**src/rtl/arith_pkg.sv**
```systemverilog
// arith_pkg
// Shared definitions for the nibble-serial arithmetic sequencer:
//   NIBBLE      - width of the narrow adder datapath
//   state_t     - sequencer FSM encoding
//   step_count  - number of nibble steps for a given operand width
package arith_pkg;

  localparam int NIBBLE = 4;

  typedef enum logic [1:0] {
    IDLE = 2'd0,
    RUN  = 2'd1,
    DONE = 2'd2
  } state_t;

  function automatic int step_count(input int width);
    return width / NIBBLE;
  endfunction

endpackage

```
**src/rtl/Adder.sv**
```systemverilog
// Adder
// 4-bit ripple-carry adder, the narrow datapath shared by wide sequencers.
// Ports:
//   x, y  in  4  addends
//   cin   in  1  carry in
//   s     out 4  sum bits
//   cout  out 1  carry out of bit 3
module Adder (
  input  logic [3:0] x,
  input  logic [3:0] y,
  input  logic       cin,
  output logic [3:0] s,
  output logic       cout
);

  logic [4:0] c;

  always_comb begin
    c    = '0;
    s    = '0;
    c[0] = cin;
    for (int i = 0; i < 4; i++) begin
      s[i]   = x[i] ^ y[i] ^ c[i];
      c[i+1] = (x[i] & y[i]) | (c[i] & (x[i] ^ y[i]));
    end
    cout = c[4];
  end

endmodule

```
**src/rtl/nibble_serial_add_ctrl.sv**
```systemverilog
// nibble_serial_add_ctrl
// WIDTH-bit add/subtract performed one nibble per cycle (LSB first) on a
// single 4-bit Adder, with the inter-nibble carry held in a flop.
// Ports:
//   clk, rst              clock, synchronous active-high reset
//   in_valid/in_ready     request handshake carrying a, b, sub
//   a, b                  operands (WIDTH bits), sub: 0 = a+b, 1 = a-b
//   out_valid/out_ready   result handshake
//   sum                   result modulo 2^WIDTH
//   cout                  final carry (subtract: 1 = no borrow)
//   ovf                   two's-complement overflow
//
// state | meaning
// IDLE  | waiting for a request, in_ready high
// RUN   | one nibble step per cycle, idx selects the nibble
// DONE  | result held, out_valid high until out_ready
module nibble_serial_add_ctrl
  import arith_pkg::*;
#(
  parameter int WIDTH = 16
) (
  input  logic             clk,
  input  logic             rst,
  input  logic             in_valid,
  output logic             in_ready,
  input  logic [WIDTH-1:0] a,
  input  logic [WIDTH-1:0] b,
  input  logic             sub,
  output logic             out_valid,
  input  logic             out_ready,
  output logic [WIDTH-1:0] sum,
  output logic             cout,
  output logic             ovf
);

  localparam int N     = step_count(WIDTH);
  localparam int IDX_W = $clog2(N);
  localparam logic [IDX_W-1:0] LAST_IDX = IDX_W'(N - 1);

  if ((WIDTH % NIBBLE) != 0 || WIDTH < 8) begin : g_width_check
    $error("nibble_serial_add_ctrl: WIDTH must be a multiple of 4 and at least 8");
  end

  state_t state, state_nxt;

  logic [WIDTH-1:0]  a_r;
  logic [WIDTH-1:0]  b_r;
  logic              carry;
  logic [IDX_W-1:0]  idx;
  logic [IDX_W+1:0]  base;
  logic [NIBBLE-1:0] add_x;
  logic [NIBBLE-1:0] add_y;
  logic [NIBBLE-1:0] add_s;
  logic              add_cout;
  logic              accept;
  logic              step;
  logic              last_step;

  // Bit offset of the current nibble: idx * 4 as a shift, no multiplier.
  assign base  = {idx, 2'b00};
  assign add_x = a_r[base +: NIBBLE];
  assign add_y = b_r[base +: NIBBLE];

  Adder u_adder (
    .x    (add_x),
    .y    (add_y),
    .cin  (carry),
    .s    (add_s),
    .cout (add_cout)
  );

  always_ff @(posedge clk) begin
    if (rst) state <= IDLE;
    else     state <= state_nxt;
  end

  always_comb begin
    state_nxt = state;
    in_ready  = 1'b0;
    out_valid = 1'b0;
    accept    = 1'b0;
    step      = 1'b0;
    last_step = 1'b0;
    case (state)
      IDLE: begin
        // Gated by rst so a request is never advertised during reset.
        in_ready = ~rst;
        accept   = in_valid & ~rst;
        if (accept) state_nxt = RUN;
      end
      RUN: begin
        step      = 1'b1;
        last_step = (idx == LAST_IDX);
        if (last_step) state_nxt = DONE;
      end
      DONE: begin
        out_valid = 1'b1;
        if (out_ready) state_nxt = IDLE;
      end
      default: state_nxt = IDLE;
    endcase
  end

  always_ff @(posedge clk) begin
    if (rst) begin
      a_r   <= '0;
      b_r   <= '0;
      carry <= 1'b0;
      idx   <= '0;
      sum   <= '0;
      cout  <= 1'b0;
      ovf   <= 1'b0;
    end else begin
      if (accept) begin
        // Subtract as a + ~b + 1: the +1 rides in on the first carry.
        a_r   <= a;
        b_r   <= sub ? ~b : b;
        carry <= sub;
        idx   <= '0;
      end
      if (step) begin
        sum[base +: NIBBLE] <= add_s;
        carry               <= add_cout;
        idx                 <= last_step ? '0 : idx + 1'b1;
        if (last_step) begin
          cout <= add_cout;
          ovf  <= (a_r[WIDTH-1] == b_r[WIDTH-1]) & (add_s[NIBBLE-1] != a_r[WIDTH-1]);
        end
      end
    end
  end

endmodule

```
**config.mk**
```make
export PLATFORM = sky130hd
export DESIGN_NAME = nibble_serial_add_ctrl
export DESIGN_NICKNAME = d
export VERILOG_FILES = /design/src/rtl/arith_pkg.sv /design/src/rtl/Adder.sv /design/src/rtl/nibble_serial_add_ctrl.sv
export SDC_FILE = /design/constraint.sdc
export NUM_CORES = 1
export LEC_CHECK = 0
export CAP_MARGIN = 10
export CORE_MARGIN = 1.5
export CORE_UTILIZATION = 39
export DETAILED_ROUTE_END_ITERATION = 8
export GPL_TIMING_DRIVEN = 0
export REMOVE_ABC_BUFFERS = 1
export SLEW_MARGIN = 5
export SYNTH_ARGS = -nofsm -noshare
export SYNTH_HDL_FRONTEND = slang
export SYNTH_HIERARCHICAL = 1
export SYNTH_SLANG_ARGS = --single-unit
```
**constraint.sdc**
```tcl
create_clock -name clk -period 5.3 [get_ports clk]
set_clock_uncertainty 0.2 [all_clocks]
set_input_delay 0.53 -clock clk [delete_from_list [all_inputs] [get_ports clk]]
set_output_delay 0.53 -clock clk [all_outputs]
set_load 0.005 [all_outputs]
```
# After elaboration in Yosys (flattened, before gate mapping)
# Cells that the tools add are included.
# W data, S select, Z words.
# totals
romBits	0
in_bits	37
memories	0
elab_cells	66
latch_bits	0
ram_bits	0
reg_bits	55
# op_classes
div	0
n_eq_ne	8
order_cmp	0
n_mul	0
addsub	2
n_reduce_logical	4
n_mux	16
shift	4
bitwise_logic	24
# op_table
op	count
$shiftx A16 B5 Y4	2
$bwmux W16	1
$mux W16	1
$not A16 Y16	1
$shift A4 B6 Y16 const A	1
$shiftx A4 B6 Y16	1
$mux W2	6
$and A1 B1 Y1	10
$xor A1 B1 Y1	8
$mux W1	7
$ne A2 B2 Y1 const B	3
$neg A4 Y6	1
$pmux W2 S3	1
$eq A2 B2 Y1 const B	2
$or A1 B1 Y1	4
$reduce_and A3 Y1	1
$add A2 B1 Y2 const B	1
$eq A2 B1 Y1 const B	1
$logic_not A2 Y1	1
$reduce_and A2 Y1	1
$reduce_bool A2 Y1	1
$eq A1 B1 Y1	1
$ne A1 B1 Y1	1
$not A1 Y1	1

# Logic depth before layout (Yosys ltp)
# Gate-level depths: netlist of run 1.
# depth
ltp_word	11
depth_mapped	13
depth_no_buf	12

# By module
# The synthesis of run 1 kept the hierarchy.
# modules_own_cells
mod	cells_each	seq_area_each_um2	area_per_inst_um2	instances
nibble_serial_add_ctrl	258	1101.1	2464.9	1
Adder	14	0.0	117.6	1

# Worst setup path before layout of run 1
# No wires, ideal clock.
# synth_path
kind	reg2reg
startpoint	register idx[1]
endpoint	register ovf
period_less_slack_ns	3.372
t_arrival_ns	3.038
path_stages_with_launch	14
path_slack_ns	1.928
setup_time_ns	0.134
cell_sequence	dfxtp_1 buf_2 mux4_2 fa_1 inv_1 fa_1 inv_1 fa_1 inv_1 fa_1 inv_1 and3b_1 a21oi_1 a211oi_1
# synth_via
elab_chain_cells	11
# synth_rtl
item	line_no	text
start, declared	nibble_serial_add_ctrl.sv:49	logic [IDX_W-1:0] idx;
start signal, assigned	nibble_serial_add_ctrl.sv:124	idx <= last_step ? '0 : idx + 1'b1;
$shiftx A16 B5 Y4 (*)	nibble_serial_add_ctrl.sv:62	assign add_y = b_r[base +: NIBBLE];
via add_y[0]	nibble_serial_add_ctrl.sv:52	logic [NIBBLE-1:0] add_y;
$xor A1 B1 Y1	Adder.sv:24	c[i+1] = (x[i] & y[i]) | (c[i] & (x[i] ^ y[i]));
$and A1 B1 Y1	Adder.sv:24	
$or A1 B1 Y1 (*)	Adder.sv:24	
$and A1 B1 Y1 (*)	Adder.sv:24	
$or A1 B1 Y1 (*)	Adder.sv:24	
$and A1 B1 Y1 (*)	Adder.sv:24	
$or A1 B1 Y1 (*)	Adder.sv:24	
$xor A1 B1 Y1 (*)	Adder.sv:23	s[i] = x[i] ^ y[i] ^ c[i];
via add_s[3]	nibble_serial_add_ctrl.sv:53	logic [NIBBLE-1:0] add_s;
$ne A1 B1 Y1 (*)	nibble_serial_add_ctrl.sv:127	ovf <= (a_r[WIDTH-1] == b_r[WIDTH-1]) & (add_s[NIBBLE-1] != a_r[WIDTH-1]);
$and A1 B1 Y1 (*)	nibble_serial_add_ctrl.sv:127	
end signal, assigned	nibble_serial_add_ctrl.sv:127	
end, declared	nibble_serial_add_ctrl.sv:33	output logic ovf
# Mark *: on every way through the listed nets, which the timed path passes. The rest lies on a longest branch.
# A chain may end at the register's enable or synchronous reset.

# Worst setup path in the final report of run 1
# layout_path
startpoint	register idx[0]
endpoint	register ovf
# layout_via
elab_chain_cells	11
# layout_rtl
item	line_no	text
$shiftx A16 B5 Y4 (*)	nibble_serial_add_ctrl.sv:61	assign add_x = a_r[base +: NIBBLE];
via add_x[0]	nibble_serial_add_ctrl.sv:51	logic [NIBBLE-1:0] add_x;
$xor A1 B1 Y1	Adder.sv:24	
$and A1 B1 Y1	Adder.sv:24	
$or A1 B1 Y1 (*)	Adder.sv:24	
$and A1 B1 Y1 (*)	Adder.sv:24	
$or A1 B1 Y1 (*)	Adder.sv:24	
$and A1 B1 Y1 (*)	Adder.sv:24	
$or A1 B1 Y1 (*)	Adder.sv:24	
$xor A1 B1 Y1 (*)	Adder.sv:23	
via add_s[3]	nibble_serial_add_ctrl.sv:53	
$ne A1 B1 Y1 (*)	nibble_serial_add_ctrl.sv:127	
$and A1 B1 Y1 (*)	nibble_serial_add_ctrl.sv:127	
# Marks and branches as above.

==> reports/qor.csv, run 1 <==
stage;metric;value;unit
cts;clk sinks;55;
timing;Pins Over Slew Limit;0;
layout;Nets;364;
timing;# setup viols final;0;
drt;detailed-route DRC error count;0;
timing;setup TNS;0;ps
place;placed cells;388;
cts;CTS buffer count;5;
cts;CTS Hold Bufs;0;
cts;Clock Tree Buf Depth;2;
layout;Non-Filler Instances;396;
worst_setup_path;r2r startpoint;idx[0]$_SDFFE_PP0P_;
drt;routed len/inst;12.82;µm
timing;Slew @ Worst Pin;924.2;ps
die;Die Wd;84.38;µm
outcome;status;finished clean;
worst_hold_path;startpoint of the lowest-slack hold path;a_r[8]$_SDFFE_PP0P_;
synth;leading area contributor after synthesis;dfxtp_1;
worst_setup_path;WS Path Type;flop to flop;
layout;commonest non-fill, non-tap cells in the layout;dfxtp_1 (55), clkdlybuf4s50_1 (55), nand2_1 (36), nor2_1 (27), a21oi_1 (24);
die;core footprint;6386;µm²
worst_setup_path;CP Data Arrival Time;3910;ps
synth;Yosys Warn Count;6;
drt;1st-iter DRT viols;80;
cts;Clock transition at path regs;100;ps
power;pwr/cell area;252.7;nW/µm²
die;full die area;7119;µm²
die;DIE HEIGHT;84.38;µm
global_routing;gr usage total;15.76;%
drt;DRT Pass-1 Iters;4;
global_routing;number of global-route vias before repair;1948;
worst_setup_path;reg-to-reg setup timing slack;1390;ps
place;Final GP Congestion;0.7485;
cts;post-CTS setup buffer count;0;
die;num ports;57;
cts;clock tree from TritonCTS;built;
global_routing;total grt overflow;0;
worst_setup_path;worst r2r dst;ovf$_SDFFE_PP0P_;
worst_setup_path;Critical path origin;idx[0]$_SDFFE_PP0P_;
layout;# fillers;629;
timing;RSZ-0062 raised after global routing;no;
run;Max Cap Viol;0;
timing;fin worst setup slack;1386;ps
drt;drt total wl;5078;µm
global_routing;largest net degree at the start of global routing;47;
place;HPWL Detailed;3659;µm
place;dpl ws;1368;ps
cts;H-tree lvl count;2;
worst_setup_path;worst r2r path cells;12;
cts;post-cts sizing count;0;
cts;clk_lat worst skew;310;ps
timing;Worst slew margin;38.19;%
worst_hold_path;Worst Hold Endpoint;a_r[8]$_SDFFE_PP0P_;
power;worst vdd rail ir drop;130.7;µV
worst_setup_path;worst path required time;5290;ps
drt;vias;1981;
synth;area share of the largest cell type after synthesis;42.64;%
timing;endpoints failing hold;0;
synth;ranking of synthesized cells by area;dfxtp_1 (43%), mux4_2 (7.0%), xnor2_1 (5.4%);
worst_hold_path;worst hold path class;flop to flop;
layout;Antenna Cells;0;
drt;vias per cell;5.003;
timing;minimum clock period after layout;3914;ps
synth;Distinct cells, synth;34;
synth;Seq/Total Area, Yosys;42.64;%
power;leakage power;1.142;nW
global_routing;first-pass GRT wire length;9142;µm
global_routing;initial antenna violation count;0;
synth;register bit count reported by yosys;55;
worst_setup_path;crit end category;flop;
synth;synthesized area;2582;µm²
worst_setup_path;startpoint types;flop;
die;num rows;29;
drt;Antenna Nets Post-Route;0;
synth;Synth Instances;272;
cts;root buffer cell;clkbuf_8;
die;Starting Density;40.44;%
worst_hold_path;worst hold stages;2;
timing;fin crit share;73.86;%
layout;area delta synth->final;26.60;%
timing;FMAX;255.5;MHz
place;I/O Buffers;56;
layout;share of layout cells above drive strength 1;6.583;%
worst_setup_path;Crit Path Max Fanout;16;
synth;Mapped Avg Cell Area;9.494;µm²
-- cells by family (layout without fill, tap and decap cells) --
logic type | count (synthesis) | after routing | synth area share, %
AND/OR/NAND/NOR | 91 | 91 | 17.59
AO/OA/AOI/OAI | 55 | 55 | 14.44
flip-flops | 55 | 55 | 42.64
buffers and inverters | 36 | 83 | 6.637
XOR/XNOR | 16 | 16 | 5.426
multiplexers | 10 | 10 | 7.752
adder cells (fa/ha/maj) | 9 | 9 | 5.523
-- flip-flops by register name, summed over array words and instances, names as in the netlist --
| signal | count |
|---|---|
| carry | 1 |
| sum | 16 |
| cout | 1 |
| ovf | 1 |
| idx | 2 |
| a_r | 16 |
| b_r | 16 |
| state | 2 |
-- worst max-delay path by stage --
stage	depth (start not counted)	to	slack, ps
6_report	12	ovf$_SDFFE_PP0P_	1390
5_1_grt	12	ovf$_SDFFE_PP0P_	1140
4_1_cts	12	ovf$_SDFFE_PP0P_	1350
3_5_place_dp	12	ovf$_SDFFE_PP0P_	1370
3_3_place_gp	4	a_r[6]$_SDFFE_PP0P_	350
2_1_floorplan	12	ovf$_SDFFE_PP0P_	1800
-- final cells by class --
| cell class | instances | area, µm² | share of cell area [%] |
|---|---|---|---|
| inverter | 16 | 60.06 | 1.837 |
| sequential | 55 | 1101 | 33.68 |
| multi-input combinational | 181 | 1310 | 40.07 |
| timing repair buffer | 59 | 601.8 | 18.41 |
| clock buffer | 8 | 100.1 | 3.062 |
| tap | 77 | 96.34 | 2.947 |
-- where the power goes --
part | switching [W] | leakage, nW | internal (W) | total (W)
Combinational | 0.0000631 | 0.643 | 0.0000703 | 0.000133
Sequential | 0.0000151 | 0.448 | 0.000430 | 0.000445
Clock | 0.000129 | 0.0515 | 0.000119 | 0.000248
Total | 0.000207 | 1.14 | 0.000619 | 0.000826
-- critical path: stages (launching register included) --
cell	delay, ps
dfxtp_1	840
mux4_2	610
fa_1	410
inv_1	70
fa_1	150
inv_1	50
fa_1	360
inv_1	80
fa_1	400
inv_1	210
and3b_1	210
a21oi_1	120
a211oi_1	80
-- layer usage --
metal  wire length (µm)  global-route usage (%)  vias to the layer above
li1                   -                       -                     1045
met1               2445                   20.95                      887
met2               2387                   25.82                       45
met3                204                   3.343                        4
met4                 40                   4.985                        0
met5                  0                       0                        -
-- stage by stage --
| stage | hold slack (ps) | power [W] | util (%) | cell area (µm²) |
|---|---|---|---|---|
| after global routing | 278.6 | 0.0008728 | 51.20 | 3269 |
| after floorplan | 227.1 | 0.0005242 | - | 2471 |
| after global placement | 240.6 | 0.0005858 | 48.98 | 3128 |
| after CTS | 258.9 | 0.0008379 | 51.20 | 3269 |
| final | 255.1 | 0.0008260 | 51.20 | 3269 |
| after detailed placement | 245.6 | 0.0005892 | 49.63 | 3169 |
-- synth_stat cells, drive strengths merged --
cell type	number
mux2i	2
fa	4
a21oi	24
mux4	8
and3b	3
nor2b	2
inv	16
nor3	4
nor2	27
nand4b	1
nand2b	3
nor4b	3
nand3b	1
a22o	4
nor4bb	1
a32o	6
a31oi	2
or4b	1
xnor2	16
nand4	4
o32ai	2
nor3b	1
buf	16
clkbuf	4
dfxtp	55
a211oi	17
and3	2
nor4	2
nand2	36
ha	5
Note: power is estimated with default switching activity, not from simulation.
==> run 2, diff against run 1 <==
clock period = 4 ns   (was 5.3 ns; I/O delays follow)
==> run 2 against run 1 <==
Compared with the run above:
- cell count is the same
- clock-buffer cell count is the same
- sequential power grew 33%
- combinational power grew 33%
- largest cell class unchanged
- non-clock buffer count is the same
- register-to-register slack lost 1000 ps
- flip-flop and latch count is the same
- final area is essentially flat
==> reports/qor.csv, run 2 (synthesis gave the netlist of run 1 again) <==
stage;metric;value;unit
outcome;status;finished clean;
layout;share of layout cells above drive strength 1;7.210;%
layout;final core occ;51.23;%
timing;Worst slew margin;38.19;%
cts;CTS Hold Bufs;0;
place;I/O Buffers;56;
die;core footprint;6386;µm²
worst_setup_path;CP Data Arrival Time;3640;ps
timing;FMAX;274.3;MHz
die;Starting Density;40.44;%
cts;Clock Tree Buf Depth;2;
die;Die Wd;84.38;µm
worst_setup_path;startpoint types;flop;
layout;biggest regs;a_r (16), b_r (16), sum (16);
drt;vias;1981;
timing;Fin Hold WS;225.5;ps
die;num rows;29;
layout;commonest non-fill, non-tap cells in the layout;clkdlybuf4s50_1 (55), dfxtp_1 (53), nand2_1 (36), nor2_1 (27), a21oi_1 (24);
drt;DRT Pass-1 Iters;4;
timing;# setup viols final;0;
global_routing;number of global-route vias before repair;1948;
power;worst vdd rail ir drop;173.1;µV
run;Max Cap Viol;0;
cts;H-tree lvl count;2;
timing;Pins Over Slew Limit;0;
timing;minimum clock period after layout;3645;ps
cts;post-cts sizing count;0;
cts;CTS buffer count;5;
timing;endpoints failing hold;0;
global_routing;gr usage total;15.76;%
worst_setup_path;WS Path Type;flop to flop;
cts;root buffer cell;clkbuf_8;
power;Comb power frac;16.1;%
timing;fin crit share;91.14;%
cts;clk_lat worst skew;310;ps
layout;Antenna Cells;0;
power;Int Pwr;0.0008208;W
drt;vias per cell;5.003;
global_routing;largest net degree at the start of global routing;47;
cts;clock tree from TritonCTS;built;
place;HPWL Detailed;3659;µm
power;Switching Share;25.02;%
drt;1st-iter DRT viols;80;
worst_setup_path;worst path required time;3990;ps
power;leakage power;1.143;nW
worst_hold_path;worst hold path class;primary input to flop;
power;pwr/cell area;334.6;nW/µm²
worst_setup_path;crit end category;flop;
timing;Slew @ Worst Pin;924.2;ps
layout;most common cell after layout, fill and taps aside;clkdlybuf4s50_1;
power;Sw Pwr;0.0002739;W
die;full die area;7119;µm²
worst_setup_path;Crit Path Max Fanout;16;
power;Seq pwr share;53.9;%
drt;drt total wl;5078;µm
global_routing;first-pass GRT wire length;9142;µm
timing;RSZ-0062 raised after global routing;no;
die;DIE HEIGHT;84.38;µm
cts;post-CTS setup buffer count;0;
global_routing;total grt overflow;0;
die;num ports;57;
place;Final GP Congestion;0.7485;
cts;clk sinks;55;
power;clock power share;30.0;%
layout;Nets;364;
drt;routed len/inst;12.82;µm
drt;Antenna Nets Post-Route;0;
drt;detailed-route DRC error count;0;
global_routing;initial antenna violation count;0;
cts;Clock transition at path regs;100;ps
layout;area delta synth->final;26.70;%
## run 2: changes by cell type in the layout (fill, tap and decap cells not counted)
cell	delta
dfxtp_1	-2
dfxtp_2	+2
## run 2: through the flow
stage	power, W	area [µm²]	worst slack, ps	TNS (ps)	std cells
2_1_floorplan	0.0006945	2471	504.7	0	252
6_report	0.001095	3272	354.5	0	396
3_5_place_dp	0.0007807	3169	68.29	0	388
4_1_cts	0.001110	3269	52.33	0	396
5_1_grt	0.001157	3272	141.7	0	396
3_3_place_gp	0.0007762	3128	-823.6	-24690	385
## run 2: metal layers
layer  global-route usage [%]  vias up  part of all wire (%)
met2                    25.82       45                    47
met3                    3.343        4                   4.0
met4                    4.985        0                  0.79
met1                    20.95      887                    48
met5                        0        -                     0
li1                         -     1045                     -
## run 2: area by class of cell
type | instances | area [µm²]
fillers | 630 | 3114
multi-input cells | 181 | 1310
flip-flops and latches | 55 | 1104
repair buffers | 59 | 601.8
clock buffers | 8 | 100.1
well taps | 77 | 96.34
inverters | 16 | 60.06
## run 2: final timing paths
check                      start                  end  slack (ps)  cells after the start
max          idx[0]$_SDFFE_PP0P_     ovf$_SDFFE_PP0P_         350                     12
min                          rst  sum[0]$_SDFFE_PP0P_         230                      2
max reg2reg  idx[0]$_SDFFE_PP0P_     ovf$_SDFFE_PP0P_         350                     12
min reg2reg  a_r[8]$_SDFFE_PP0P_  a_r[8]$_SDFFE_PP0P_         260                      2
## run 2: critical path: stages (launching register included)
cell and delay, ps:
dfxtp_2 600, mux4_2 580, fa_1 410, inv_1 70, fa_1 150, inv_1 50
fa_1 360, inv_1 80, fa_1 400, inv_1 210, and3b_1 210, a21oi_1 120
a211oi_1 80
## run 2: power groups by stage
stage	combinational [W]	clock [W]	sequential [W]
after floorplan	0.0000978	0	0.000597
after global placement	0.000174	0	0.000602
after detailed placement	0.000178	0	0.000603
after CTS	0.000178	0.000342	0.000590
after global routing	0.000198	0.000364	0.000594
final	0.000177	0.000329	0.000590
